**src/rtl/mesh_perf_mon_pkg.sv**
```systemverilog
// Shared definitions for the mesh performance monitor: readout selector
// encodings, readout FSM states and the saturating-maximum helper.
package mesh_perf_mon_pkg;

    // Counter selector values carried on rd_sel
    localparam logic [1:0] SEL_STALL = 2'd0;
    localparam logic [1:0] SEL_IMEM  = 2'd1;
    localparam logic [1:0] SEL_DMEM  = 2'd2;
    localparam logic [1:0] SEL_HAZ   = 2'd3;

    // Readout FSM states
    typedef enum logic {
        ST_IDLE = 1'b0,
        ST_RESP = 1'b1
    } rd_state_e;

    // Counters are supported up to this width by sat_max()
    localparam int unsigned CNT_WIDTH_LIMIT = 32;

    // All-ones value of a counter of the given width (the saturation point)
    function automatic logic [31:0] sat_max(input int unsigned width);
        if (width >= CNT_WIDTH_LIMIT) begin
            return 32'hFFFF_FFFF;
        end
        return (32'd1 << width) - 32'd1;
    endfunction

endpackage

```
**src/rtl/mesh_perf_mon_node.sv**
```systemverilog
// Per-node monitor: previous-PC register, saturating stall run length,
// sticky stall flag and saturating imem/dmem/hazard event counters.
// The hazard counter exists only when MESH_PERF_MON_HAZ_EN is defined;
// otherwise haz_cnt_o is tied to zero and haz_i is ignored.
module mesh_perf_mon_node
    import mesh_perf_mon_pkg::*;
#(
    parameter int PC_WIDTH    = 32,
    parameter int CNT_WIDTH   = 16,
    parameter int STALL_LIMIT = 64
) (
    input  logic                 clk,
    input  logic                 rst,
    input  logic                 enable_i,
    input  logic                 clr_i,
    input  logic [PC_WIDTH-1:0]  pc_i,
    input  logic                 imem_busy_i,
    input  logic                 dmem_busy_i,
    input  logic                 haz_i,
    output logic                 stalled_o,
    output logic [CNT_WIDTH-1:0] stall_cnt_o,
    output logic [CNT_WIDTH-1:0] imem_cnt_o,
    output logic [CNT_WIDTH-1:0] dmem_cnt_o,
    output logic [CNT_WIDTH-1:0] haz_cnt_o
);

    localparam logic [CNT_WIDTH-1:0] CNT_MAX = CNT_WIDTH'(sat_max(CNT_WIDTH));
    localparam logic [CNT_WIDTH-1:0] LIMIT   = CNT_WIDTH'(STALL_LIMIT);
    localparam logic [CNT_WIDTH-1:0] ONE     = CNT_WIDTH'(1);

    logic [PC_WIDTH-1:0]  prev_pc_q;
    logic [CNT_WIDTH-1:0] stall_cnt_q, stall_cnt_d;
    logic                 stalled_q, stalled_d;
    logic [CNT_WIDTH-1:0] imem_cnt_q, imem_cnt_d;
    logic [CNT_WIDTH-1:0] dmem_cnt_q, dmem_cnt_d;

    // Stall run length and sticky flag; flag sets on the cycle the run hits the limit
    always_comb begin
        stall_cnt_d = stall_cnt_q;
        stalled_d   = stalled_q;
        if (clr_i) begin
            stall_cnt_d = '0;
            stalled_d   = 1'b0;
        end else if (enable_i) begin
            if (pc_i != prev_pc_q) begin
                stall_cnt_d = '0;
            end else if (stall_cnt_q < LIMIT) begin
                stall_cnt_d = stall_cnt_q + ONE;
            end
            if (stall_cnt_d == LIMIT) begin
                stalled_d = 1'b1;
            end
        end
    end

    // Memory busywait event counters, saturating at all-ones
    always_comb begin
        imem_cnt_d = imem_cnt_q;
        dmem_cnt_d = dmem_cnt_q;
        if (clr_i) begin
            imem_cnt_d = '0;
            dmem_cnt_d = '0;
        end else if (enable_i) begin
            if (imem_busy_i && (imem_cnt_q != CNT_MAX)) begin
                imem_cnt_d = imem_cnt_q + ONE;
            end
            if (dmem_busy_i && (dmem_cnt_q != CNT_MAX)) begin
                dmem_cnt_d = dmem_cnt_q + ONE;
            end
        end
    end

    // State registers; prev_pc tracks every cycle so a freeze cannot fake a stall
    always_ff @(posedge clk or posedge rst) begin
        if (rst) begin
            prev_pc_q   <= '0;
            stall_cnt_q <= '0;
            stalled_q   <= 1'b0;
            imem_cnt_q  <= '0;
            dmem_cnt_q  <= '0;
        end else begin
            prev_pc_q   <= pc_i;
            stall_cnt_q <= stall_cnt_d;
            stalled_q   <= stalled_d;
            imem_cnt_q  <= imem_cnt_d;
            dmem_cnt_q  <= dmem_cnt_d;
        end
    end

`ifdef MESH_PERF_MON_HAZ_EN
    logic [CNT_WIDTH-1:0] haz_cnt_q, haz_cnt_d;

    // Load-use hazard event counter, saturating at all-ones
    always_comb begin
        haz_cnt_d = haz_cnt_q;
        if (clr_i) begin
            haz_cnt_d = '0;
        end else if (enable_i && haz_i && (haz_cnt_q != CNT_MAX)) begin
            haz_cnt_d = haz_cnt_q + ONE;
        end
    end

    // Hazard counter register
    always_ff @(posedge clk or posedge rst) begin
        if (rst) begin
            haz_cnt_q <= '0;
        end else begin
            haz_cnt_q <= haz_cnt_d;
        end
    end

    assign haz_cnt_o = haz_cnt_q;
`else
    logic haz_unused;
    assign haz_unused = haz_i;
    assign haz_cnt_o  = '0;
`endif

    assign stalled_o   = stalled_q;
    assign stall_cnt_o = stall_cnt_q;
    assign imem_cnt_o  = imem_cnt_q;
    assign dmem_cnt_o  = dmem_cnt_q;

endmodule

```
**src/rtl/mesh_perf_monitor.sv**
```systemverilog
// Mesh activity/stall monitor top: one mesh_perf_mon_node per mesh node,
// sticky stall flags, and a two-state readout port serving counter snapshots.
// Optional hazard counters are built when MESH_PERF_MON_HAZ_EN is defined.
//
// Readout handshake: a request transfers on rd_req_valid & rd_req_ready;
// the response transfers on rd_resp_valid & rd_resp_ready. rd_data is
// captured at request acceptance and held stable until the response transfers.
module mesh_perf_monitor
    import mesh_perf_mon_pkg::*;
#(
    parameter int  ROWS        = 3,
    parameter int  COLS        = 3,
    parameter int  PC_WIDTH    = 32,
    parameter int  CNT_WIDTH   = 16,
    parameter int  STALL_LIMIT = 64,
    localparam int N           = ROWS * COLS,
    localparam int NID_W       = (N > 1) ? $clog2(N) : 1
) (
    input  logic                  clk,
    input  logic                  rst,
    input  logic                  enable,
    input  logic                  clr,
    input  logic [N*PC_WIDTH-1:0] pc_flat,
    input  logic [N-1:0]          imem_busy,
    input  logic [N-1:0]          dmem_busy,
    input  logic [N-1:0]          haz,
    output logic [N-1:0]          stalled,
    output logic                  any_stalled,
    input  logic                  rd_req_valid,
    output logic                  rd_req_ready,
    input  logic [NID_W-1:0]      rd_node,
    input  logic [1:0]            rd_sel,
    output logic                  rd_resp_valid,
    input  logic                  rd_resp_ready,
    output logic [CNT_WIDTH-1:0]  rd_data
);

    logic [CNT_WIDTH-1:0] stall_cnt [N];
    logic [CNT_WIDTH-1:0] imem_cnt  [N];
    logic [CNT_WIDTH-1:0] dmem_cnt  [N];
    logic [CNT_WIDTH-1:0] haz_cnt   [N];

    for (genvar k = 0; k < N; k++) begin : g_node
        mesh_perf_mon_node #(
            .PC_WIDTH    (PC_WIDTH),
            .CNT_WIDTH   (CNT_WIDTH),
            .STALL_LIMIT (STALL_LIMIT)
        ) u_node (
            .clk         (clk),
            .rst         (rst),
            .enable_i    (enable),
            .clr_i       (clr),
            .pc_i        (pc_flat[k*PC_WIDTH +: PC_WIDTH]),
            .imem_busy_i (imem_busy[k]),
            .dmem_busy_i (dmem_busy[k]),
            .haz_i       (haz[k]),
            .stalled_o   (stalled[k]),
            .stall_cnt_o (stall_cnt[k]),
            .imem_cnt_o  (imem_cnt[k]),
            .dmem_cnt_o  (dmem_cnt[k]),
            .haz_cnt_o   (haz_cnt[k])
        );
    end

    assign any_stalled = |stalled;

    logic                 node_ok;
    logic [CNT_WIDTH-1:0] sel_data;
    rd_state_e            state_q;
    logic                 req_ready_q;
    logic                 resp_valid_q;
    logic [CNT_WIDTH-1:0] rd_data_q;

    assign node_ok = (32'(rd_node) < N);

    // Counter selection; out-of-range node indices read as zero
    always_comb begin
        sel_data = '0;
        if (node_ok) begin
            case (rd_sel)
                SEL_STALL: sel_data = stall_cnt[rd_node];
                SEL_IMEM:  sel_data = imem_cnt[rd_node];
                SEL_DMEM:  sel_data = dmem_cnt[rd_node];
                SEL_HAZ:   sel_data = haz_cnt[rd_node];
                default:   sel_data = '0;
            endcase
        end
    end

    // Readout FSM; snapshot is the registered counter value at the accept edge
    always_ff @(posedge clk or posedge rst) begin
        if (rst) begin
            state_q      <= ST_IDLE;
            req_ready_q  <= 1'b1;
            resp_valid_q <= 1'b0;
            rd_data_q    <= '0;
        end else begin
            case (state_q)
                ST_IDLE: begin
                    if (rd_req_valid) begin
                        state_q      <= ST_RESP;
                        req_ready_q  <= 1'b0;
                        resp_valid_q <= 1'b1;
                        rd_data_q    <= sel_data;
                    end
                end
                ST_RESP: begin
                    if (rd_resp_ready) begin
                        state_q      <= ST_IDLE;
                        req_ready_q  <= 1'b1;
                        resp_valid_q <= 1'b0;
                    end
                end
                default: begin
                    state_q      <= ST_IDLE;
                    req_ready_q  <= 1'b1;
                    resp_valid_q <= 1'b0;
                end
            endcase
        end
    end

    assign rd_req_ready  = req_ready_q;
    assign rd_resp_valid = resp_valid_q;
    assign rd_data       = rd_data_q;

endmodule

```
**config.mk**
```make
export PLATFORM = sky130hd
export DESIGN_NAME = mesh_perf_monitor
export DESIGN_NICKNAME = d
export VERILOG_FILES = /design/src/rtl/mesh_perf_mon_pkg.sv /design/src/rtl/mesh_perf_mon_node.sv /design/src/rtl/mesh_perf_monitor.sv
export SDC_FILE = /design/constraint.sdc
export NUM_CORES = 2
export LEC_CHECK = 0
export ABC_AREA = 1
export BUFFER_PORTS_ARGS = -buffer_cell sky130_fd_sc_hd__buf_2
export CAP_MARGIN = 20
export CELL_PAD_IN_SITES_DETAIL_PLACEMENT = 0
export CELL_PAD_IN_SITES_GLOBAL_PLACEMENT = 1
export CORE_UTILIZATION = 49
export DETAILED_ROUTE_END_ITERATION = 10
export GPL_ROUTABILITY_DRIVEN = 0
export MAX_ROUTING_LAYER = met4
export PLACE_DENSITY_LB_ADDON = 0.1
export SLEW_MARGIN = 20
export SYNTH_ARGS = -nofsm -noshare
export SYNTH_HDL_FRONTEND = slang
export SYNTH_SLANG_ARGS = --single-unit
export TNS_END_PERCENT = 1
```
**constraint.sdc**
```tcl
create_clock -name clk -period 55.6 [get_ports clk]
set_clock_uncertainty 0.2 [all_clocks]
set_input_delay 2.78 -clock clk [delete_from_list [all_inputs] [get_ports clk]]
set_output_delay 2.78 -clock clk [all_outputs]
set_load 0.005 [all_outputs]
```
==> results.json <==
{
  "min_from": "rd_data[3]$_DFFE_PP0P_",
  "synth.most_common_cell": "nand2_1",
  "fmax_mhz": 180,
  "layout.nets": 6038,
  "cts_buffer_depth": 3,
  "start_util_pct": 49.6,
  "async_reset_ff_share_pct": 100,
  "seq_area_frac_synth_pct": 45.0,
  "placement.io_buffers": 345,
  "boundaryPins": 355,
  "tns_ns": 0,
  "clk_pin_slew_ns": 0.06,
  "yosysTopAreaCellShare_pct": 45.0,
  "startpoint": "enable",
  "numCtsBuffers": 87,
  "dieArea_um2": 86000,
  "cp_slowest_cell": "buf_4",
  "wirelength_um": 118000,
  "slowest_delay_ns": 0.67,
  "syn-instance-count": 5391,
  "drtPass1Iterations": 5,
  "layoutNonFillerInstCount": 6898,
  "hpwl_um": 84800,
  "drc": 0,
  "clock_latency_ns": 0.66,
  "cts_sinks": 748,
  "grt_max_degree": 117,
  "grt_pass1_wl_um": 187000,
  "synth-edff-count": 0,
  "grt-ovfl-total": 0,
  "crit_arrival_ns": 5.89,
  "synth_area_leaders": "dfrtp_1 (45%), nand2_1 (10%), inv_1 (6.7%)",
  "hp-class": "flop to flop",
  "grt_usage_pct": 28.4,
  "finalPower_mw": 1.30,
  "finalHoldViolCount": 0,
  "period_share_pct": 9.99,
  "fill_cells": 8075,
  "core-area_um2": 83800,
  "cpMostUsedCell": "buf_4",
  "worstMarginPinSlew_ns": 1.02,
  "status": "complete, no violations",
  "dieWidth_um": 293,
  "setup-violations-final": 0,
  "rows": 106,
  "ff_latch_area_um2": 18700,
  "area_growth_pct": 13.6,
  "ant_nets": 0,
  "synth.avg_cell_area_um2": 7.71,
  "slew_violations": 0,
  "path_max_fanout": 44,
  "crit_chain": "buf_4, buf_4, inv_2, nor2_2, buf_4, inv_2, o32ai_1",
  "critPathBufInv": 5,
  "power.leakage_nw": 22.0,
  "synthTopCellsByCount": "nand2_1 (1105), dfrtp_1 (747), inv_1 (741)",
  "cts_max_level": 3,
  "path_class": "input pin to flop",
  "postCtsSetupRepairBufs": 0,
  "grt_antenna_before_repair": 10,
  "yosysTopAreaCell": "dfrtp_1",
  "synth_nets": 5745,
  "via_per_inst": 5.24,
  "cp.required_ns": 55.93,
  "relSlewSlack_pct": 31.6,
  "grt_pass1_vias": 34493,
  "hold_buffers": 0,
  "ir_drop_uv": 28.9,
  "synth-seq-cells": 748,
  "synth_cell_types": 63,
  "max-cap-violations": 0,
  "cp-start-kind": "input pin",
  "multi_input_area_um2": 19200,
  "cp_top_family": "buffers and inverters",
  "endpoint_kind": "flop",
  "drive_gt1_share_pct": 11.5,
  "wl_per_cell_um": 17.1,
  "dr_total_vias": 36142,
  "r2r_start": "g_node[2].u_node.prev_pc_q[12]$_DFF_PP0_",
  "ys.flop_type": "dfrtp_1",
  "first_iter_violations": 2739,
  "cts_resized": 0,
  "synth_area_um2": 41600,
  "cts_tree": "done",
  "period_needed_ns": 5.56,
  "die_y_um": 293,
  "hold_slack_ns": 0.294,
  "rsz0062_at_grt": "no",
  "ys_warn_count": 0,
  "p_per_area_nw_per_um2": 27.6,
  "cts_root_buf": "clkbuf_16",
  "placed_cells": 6729
}
==> flip-flops by register name, indices dropped and copies added (netlist names) <==
signal / flops
g_node.u_node.dmem_cnt_o: 144
state_q: 1
g_node.u_node.imem_cnt_o: 144
g_node.u_node.stall_cnt_o: 144
rd_req_ready: 1
g_node.u_node.stalled_o: 9
rd_data: 16
rd_resp_valid: 1
g_node.u_node.prev_pc_q: 288
==> per-stage QoR <==
stage	worst slack, ns	util (%)	instance area (um^2)
2_1_floorplan	31.63	-	41600
6_report	50.04	56.3	47200
3_5_place_dp	49.24	52.7	44200
5_1_grt	49.55	56.3	47200
3_3_place_gp	49.25	52.7	44200
4_1_cts	49.92	56.3	47200
==> cell usage in the layout, fill, tap and decap left out, types with 15 or more instances in the layout <==
| cell | count |
|---|---|
| o32ai_1 | 15 |
| clkbuf_8 | 18 |
| nand2_2 | 20 |
| o211ai_1 | 61 |
| nor2_1 | 540 |
| nor3b_1 | 18 |
| o211a_1 | 16 |
| buf_4 | 30 |
| nand4_1 | 62 |
| o21ai_0 | 438 |
| xnor2_1 | 150 |
| clkbuf_16 | 91 |
| clkinv_2 | 15 |
| nor3_2 | 20 |
| dfrtp_1 | 747 |
| a21oi_1 | 324 |
| clkbuf_1 | 19 |
| nor2_2 | 29 |
| buf_2 | 341 |
| nor3_1 | 129 |
| inv_2 | 21 |
| nand3_1 | 328 |
| o22ai_1 | 29 |
| a31oi_1 | 21 |
| a211oi_1 | 40 |
| ha_1 | 27 |
| nand2_1 | 1105 |
| inv_1 | 739 |
| o21a_1 | 26 |
| xor2_1 | 161 |
==> worst reg2reg max path: stages, from the launching register on <==
cell,delay (ns)
dfrtp_1,0.40
xnor2_1,0.20
nand2_1,0.10
nor2_1,0.09
nand2_1,0.07
nor2_1,0.49
nand2_1,0.33
nor2_1,0.21
nand4_1,0.11
nor2_1,0.28
nor2_1,0.08
nor2_1,0.09
==> final timing paths <==
kind / endpoint / slack (ns) / cells past startpoint
worst min register to register: rd_data[3]$_DFFE_PP0P_ / 0.29 / 2
min in group asynchronous: g_node[0].u_node.prev_pc_q[3]$_DFF_PP0_ / 2.06 / 2
worst max-delay path: g_node[1].u_node.stall_cnt_o[3]$_DFFE_PP0P_ / 50.04 / 7
worst min-delay path: rd_data[3]$_DFFE_PP0P_ / 0.29 / 2
worst max register to register: g_node[2].u_node.stalled_o$_DFFE_PP0P_ / 52.88 / 11
max in group asynchronous: g_node[4].u_node.dmem_cnt_o[12]$_DFFE_PP0P_ / 50.13 / 5
==> area by class of cell <==
class,count,area share [%]
diodes,10,0.0530
clock buffers,128,5.50
clock inverters,31,0.861
inverters,765,6.11
multi-input cells,3709,40.7
flip-flops and latches,748,39.6
well taps,1134,3.00
repair buffers,373,4.14
==> metal layers <==
layer / routed length [um] / vias to the layer above / global-route usage [%]
li1: - / 18095 / -
met1: 54700 / 16909 / 39.4
met2: 52800 / 959 / 42.7
met3: 7240 / 179 / 4.62
met4: 3150 / 0 / 8.32
met5: 0 / - / -
==> power by group <==
group	internal (mW)	total [mW]	leakage, nW	switching (mW)
clock	0.365	0.603	1.48	0.238
combinational	0.0431	0.128	10.8	0.0849
sequential	0.560	0.571	9.73	0.0112
==> logic make-up after synthesis <==
kind of cell    count (synthesis)  synth area share [%]
compound gates               1026                  14.0
flops                         748                  45.0
fa+ha+maj                      27                 0.813
xor+xnor                      311                  6.55
simple gates                 2345                  24.9
buf+inv                       934                  8.75
Power figures use the tool's default switching activity.
